[src/rtl/mem_responder.sv]
// mem_responder: memory-side responder for the multicycle CPU bus.
// Accepts one request at a time (read, word/halfword/byte write). Partial
// stores are done as read-modify-write on a word-wide synchronous RAM.
// Completion is a one-cycle `ready` pulse with `DataOut` and `err`.
// Byte lanes are big-endian: offset 0 is bits [31:24].
//
// Optional feature: define MEM_ALIGN_CHECK_EN to report misaligned word and
// halfword accesses as errors. Without it, misaligned accesses are
// force-aligned.
//
// Ports:
//   Clock    in   rising-edge clock
//   Reset    in   asynchronous active-high reset
//   req      in   request strobe (sampled in IDLE only)
//   wr       in   1 = write, 0 = read
//   size     in   00 word, 01 halfword, 10 byte, 11 reserved (error)
//   Address  in   byte address
//   DataIn   in   right-justified write data
//   DataOut  out  full addressed word, valid with ready
//   ready    out  one-cycle completion pulse
//   err      out  error status, valid with ready
//   busy     out  high whenever not IDLE
module mem_responder #(
  parameter int unsigned DEPTH_WORDS = 64
) (
  input  logic        Clock,
  input  logic        Reset,
  input  logic        req,
  input  logic        wr,
  input  logic [1:0]  size,
  input  logic [31:0] Address,
  input  logic [31:0] DataIn,
  output logic [31:0] DataOut,
  output logic        ready,
  output logic        err,
  output logic        busy
);

  localparam int unsigned AW = (DEPTH_WORDS > 1) ? $clog2(DEPTH_WORDS) : 1;

  typedef enum logic [1:0] {IDLE, ACCESS, MERGE, RESP} state_t;

  state_t        state_q, state_d;
  logic          wr_q;
  logic [1:0]    size_q;
  logic [1:0]    off_q;
  logic [AW-1:0] widx_q;
  logic [31:0]   wdata_q;
  logic [31:0]   dout_q, dout_d;
  logic          err_q;

  logic [31:0]   mem [DEPTH_WORDS];
  logic [31:0]   ram_q;
  logic          ram_re;
  logic          mem_we;
  logic [31:0]   mem_wdata;
  logic [31:0]   merged;

  logic          range_err, align_err, req_err, accept;

  assign range_err = (Address[31:2] >= 30'(DEPTH_WORDS));
`ifdef MEM_ALIGN_CHECK_EN
  assign align_err = ((size == 2'b00) && (Address[1:0] != 2'b00)) ||
                     ((size == 2'b01) && Address[0]);
`else
  assign align_err = 1'b0;
`endif
  assign req_err = range_err || (size == 2'b11) || align_err;
  assign accept  = (state_q == IDLE) && req;

  // The synchronous RAM read is launched on the accept edge so the addressed
  // word is available in ACCESS; externally this matches a read in ACCESS.
  assign ram_re = accept && !req_err;

  always_ff @(posedge Clock) begin
    if (mem_we) mem[widx_q] <= mem_wdata;
    if (ram_re) ram_q <= mem[Address[AW+1:2]];
  end

  // Lane replacement on the old word; word size never reaches MERGE.
  always_comb begin
    merged = dout_q;
    case (size_q)
      2'b01: begin
        if (off_q[1]) merged[15:0]  = wdata_q[15:0];
        else          merged[31:16] = wdata_q[15:0];
      end
      2'b10: begin
        case (off_q)
          2'd0:    merged[31:24] = wdata_q[7:0];
          2'd1:    merged[23:16] = wdata_q[7:0];
          2'd2:    merged[15:8]  = wdata_q[7:0];
          default: merged[7:0]   = wdata_q[7:0];
        endcase
      end
      default: merged = wdata_q;
    endcase
  end

  always_ff @(posedge Clock or posedge Reset) begin
    if (Reset) state_q <= IDLE;
    else       state_q <= state_d;
  end

  always_comb begin
    state_d   = state_q;
    dout_d    = dout_q;
    mem_we    = 1'b0;
    mem_wdata = wdata_q;
    case (state_q)
      IDLE: begin
        if (req) begin
          if (req_err) begin
            state_d = RESP;
            dout_d  = '0;
          end else begin
            state_d = ACCESS;
          end
        end
      end
      ACCESS: begin
        if (!wr_q) begin
          dout_d  = ram_q;
          state_d = RESP;
        end else if (size_q == 2'b00) begin
          mem_we  = 1'b1;
          dout_d  = wdata_q;
          state_d = RESP;
        end else begin
          dout_d  = ram_q;
          state_d = MERGE;
        end
      end
      MERGE: begin
        mem_we    = 1'b1;
        mem_wdata = merged;
        dout_d    = merged;
        state_d   = RESP;
      end
      RESP:    state_d = IDLE;
      default: state_d = IDLE;
    endcase
  end

  always_ff @(posedge Clock or posedge Reset) begin
    if (Reset) begin
      wr_q    <= 1'b0;
      size_q  <= '0;
      off_q   <= '0;
      widx_q  <= '0;
      wdata_q <= '0;
      err_q   <= 1'b0;
      dout_q  <= '0;
    end else begin
      if (accept) begin
        wr_q    <= wr;
        size_q  <= size;
        off_q   <= Address[1:0];
        widx_q  <= Address[AW+1:2];
        wdata_q <= DataIn;
        err_q   <= req_err;
      end
      dout_q <= dout_d;
    end
  end

  assign ready   = (state_q == RESP);
  assign busy    = (state_q != IDLE);
  assign err     = ready && err_q;
  assign DataOut = dout_q;

endmodule
[config.mk]
export PLATFORM = sky130hd
export DESIGN_NAME = mem_responder
export DESIGN_NICKNAME = d
export VERILOG_FILES = /design/src/rtl/mem_responder.sv
export SDC_FILE = /design/constraint.sdc
export NUM_CORES = 2
export LEC_CHECK = 0
export CAP_MARGIN = 20
export CORE_MARGIN = 1
export CORE_UTILIZATION = 36
export DETAILED_ROUTE_END_ITERATION = 10
export SLEW_MARGIN = 20
export SYNTH_ARGS = -nofsm -noshare
export SYNTH_HDL_FRONTEND = slang
export SYNTH_SLANG_ARGS = --single-unit
[constraint.sdc]
create_clock -name Clock -period 5.6 [get_ports Clock]
set_clock_uncertainty 0.1 [all_clocks]
set_input_delay 0.56 -clock Clock [delete_from_list [all_inputs] [get_ports Clock]]
set_output_delay 0.56 -clock Clock [all_outputs]
set_load 0.02 [all_outputs]
==> impl_metrics.toml <==
[critical_path]
end_kind = "register"
path_class = "reg2reg"
cp-startpoint = "state_q[1]"
r2r_end = "mem[52][3]"
r2r_cells = 8
rrSetupSlack_ns = 1.17
cp-start-kind = "register"
worstPathRequired_ns = 6.01
cp.arrival_ns = 4.84
r2r-start = "state_q[1]"
path_max_fanout = 19

[grt]
antenna_found_initial = 8
grt_util_met3_pct = 3.34
grt_max_degree = 86
grt_use_met2_pct = 29.8
grtUsageMet1_pct = 28.7
overflow = 0
track_usage_pct = 19.4
grt_pass1_vias = 41500
grt.busiest_layer = "met2"
grt_first_pass_wirelength_um = 324000

[floorplanning]
fp.dieW_um = 484
chipHeight_um = 484
coreArea_um2 = 230000
num_io_pins = 105
initial_core_util_pct = 36.3
dieArea_um2 = 234000
rows = 176

[clock_tree]
cts_setup_buffers = 0
clk_transition_reported_paths_ns = 0.06
cts_buffers = 213
ctsResizeCount = 0
holdBufCountCts = 0
cts_tree = "built"
cts_buffer_depth = 3
insertion_delay_ns = 0.86
cts_max_level = 4
clock_sinks = 2158
cts-root-buf = "clkbuf_16"

[sta]
fmax_ghz = 0.226
postLayoutSetupSlackWorst_ns = 1.17
hold_violations = 0
worstMarginPinSlew_ns = 1.17
setup_violations = 0
fin_crit_ns = 4.43
finalSetupTns_ns = 0
grt_setup_unrepaired = "no"
slew_viol_final = 0
max_slew_margin_pct = 21.9
fin_crit_sh_pct = 79.2

[place]
port_buffers = 104
dp_hpwl_um = 137000
dpl.cell_count = 6973
gp_congestion = 0.875
place_area_um2 = 89900
pre_cts_slack_ns = 0.959

[yosys]
synth_nets = 3957
synth_common_cells = "edfxtp_1 (2,080), mux4_2 (500), clkbuf_1 (120)"
ys_ff_latch = 2158
synthArstFlopShare_pct = 3.61
netlist_area_um2 = 83600
avgSynthCellArea_um2 = 21.5
ys.warnings.count = 0
synthMostInstantiatedCell = "edfxtp_1"
yosys.area.top_type = "edfxtp_1"
yosysSeqAreaShare_pct = 77.1
synthTopCellsByArea = "edfxtp_1 (75%), mux4_2 (13%), dfrtp_1 (2.3%)"
ys.flop_type = "edfxtp_1"
synth_edf_count = 2080
netlist_instances = 3879
synth_top_area_share_pct = 74.7
ys_types = 60

[layout]
drive_gt1_share_pct = 27.6
stdcell_count = 7364
finalNetCount = 4241
fill_cells = 19800
multi_input_area_um2 = 18800
register_area_um2 = 64400
area_growth_pct = 15.5
final_area_um2 = 96500

[pwr]
power_density_nw_per_um2 = 470
p_leak_uw = 0.0301
ir_worst_vdd_v = 0.000496

[route]
drt_wl_total_um = 230000
detail_route.wl_per_cell_um = 31.2
drt_iter0_drc = 6035
drc = 0
ant_nets = 0
vias = 42500
dr.pass1.iters = 7
vias_per_cell = 5.78

[run]
cap_violations = 0

[worst_hold_path]
hold_path.class = "in2async"

[outcome]
outcome = "finished, final reports clean"
==> power by group <==
group / switching [uW] / leakage (uW) / internal (uW)
Combinational: 7240 / 0.00716 / 2030
Clock: 6070 / 0.00320 / 7530
Sequential: 535 / 0.0198 / 21900
Total: 13800 / 0.0301 / 31500
==> per-stage QoR <==
stage               hold slack, ns  utilization, %  total power, uW
CTS                         0.0639            41.9            45400
global route                 0.149            41.9            46600
finish                       0.102            41.9            45400
floorplan                    0.355               -            27100
global placement             0.420            39.0            31600
detailed placement           0.427            39.0            31900
==> layout by cell type (no fill, tap or decap), types with 8 or more instances in the layout <==
| cell | Yosys | layout |
|---|---|---|
| mux4_2 | 500 | 500 |
| mux2i_1 | 35 | 35 |
| a22o_1 | 51 | 43 |
| edfxtp_1 | 2080 | 2080 |
| o221ai_1 | 39 | 39 |
| a211o_1 | 11 | 11 |
| nor2_4 | 0 | 65 |
| a31oi_1 | 14 | 14 |
| clkinv_1 | 1 | 68 |
| a21oi_1 | 43 | 41 |
| clkinv_2 | 0 | 33 |
| nand3_1 | 30 | 30 |
| clkdlybuf4s50_1 | 0 | 99 |
| nand2_1 | 107 | 106 |
| nor2b_1 | 14 | 10 |
| a21boi_0 | 23 | 23 |
| a221oi_1 | 59 | 56 |
| nand2b_1 | 15 | 15 |
| a211oi_1 | 9 | 9 |
| a32oi_1 | 8 | 8 |
| clkbuf_16 | 0 | 215 |
| and3_1 | 10 | 10 |
| and2_1 | 13 | 12 |
| o21ai_4 | 0 | 22 |
| a21o_1 | 10 | 10 |
| nor3_1 | 14 | 13 |
| nor2_1 | 98 | 33 |
| buf_4 | 47 | 164 |
| o21ai_0 | 62 | 40 |
| buf_12 | 0 | 20 |
| a22oi_1 | 71 | 71 |
| bufinv_16 | 0 | 11 |
| mux2_2 | 103 | 103 |
| a32o_1 | 8 | 8 |
| o22ai_1 | 34 | 34 |
| clkbuf_1 | 120 | 37 |
| dfrtp_1 | 78 | 78 |
| inv_1 | 41 | 40 |
==> layer usage <==
| layer | vias up | part of all wire [%] |
|---|---|---|
| met5 | - | 0 |
| met4 | 0 | 2.5 |
| met3 | 268 | 9.2 |
| met2 | 2151 | 46 |
| met1 | 23100 | 42 |
| li1 | 17000 | - |
==> registers in the layout, summed over array words and instances (netlist names) <==
register and cells:
off_q 2, err_q 1, DataOut 32, wdata_q 32, widx_q 6, state_q 2, ram_q 32, mem 2048
size_q 2, wr_q 1
==> layout make-up <==
type                            count  share of cell area (%)
Sequential cell                  2158                    66.8
Multi-Input combinational cell   1456                    19.5
Clock buffer                      252                    5.72
Tap cell                         3026                    3.92
Timing Repair Buffer              291                    2.86
Clock inverter                    136                    1.11
Inverter                           43                   0.169
Antenna cell                        2                 0.00519
==> logic make-up after synthesis <==
logic type               after synthesis  synth area share [%]
multiplexers                         638                  15.3
AND/OR/NAND/NOR                      335                  1.86
adder cells (fa/ha/maj)                8                 0.120
flip-flops                          2158                  77.1
AO/OA/AOI/OAI                        475                  4.19
buffers and inverters                265                  1.47
==> worst max-delay path, cell delays in order, from the launching register on <==
cell	delay, ns
dfrtp_1	0.43
inv_1	0.14
ha_1	0.65
and3_1	0.29
o21ai_0	0.31
nor2_1	0.34
nand2_1	0.65
nor2_4	0.75
buf_4	0.41
==> worst max-delay path by stage <==
stage	to	slack, ns
floorplan	mem[0][10]	1.10
global placement	ram_q[11]	1.01
detailed placement	ram_q[13]	0.96
CTS	mem[52][3]	1.26
global route	mem[52][27]	0.98
finish	mem[52][3]	1.17
Power figures use the tool's default switching activity.
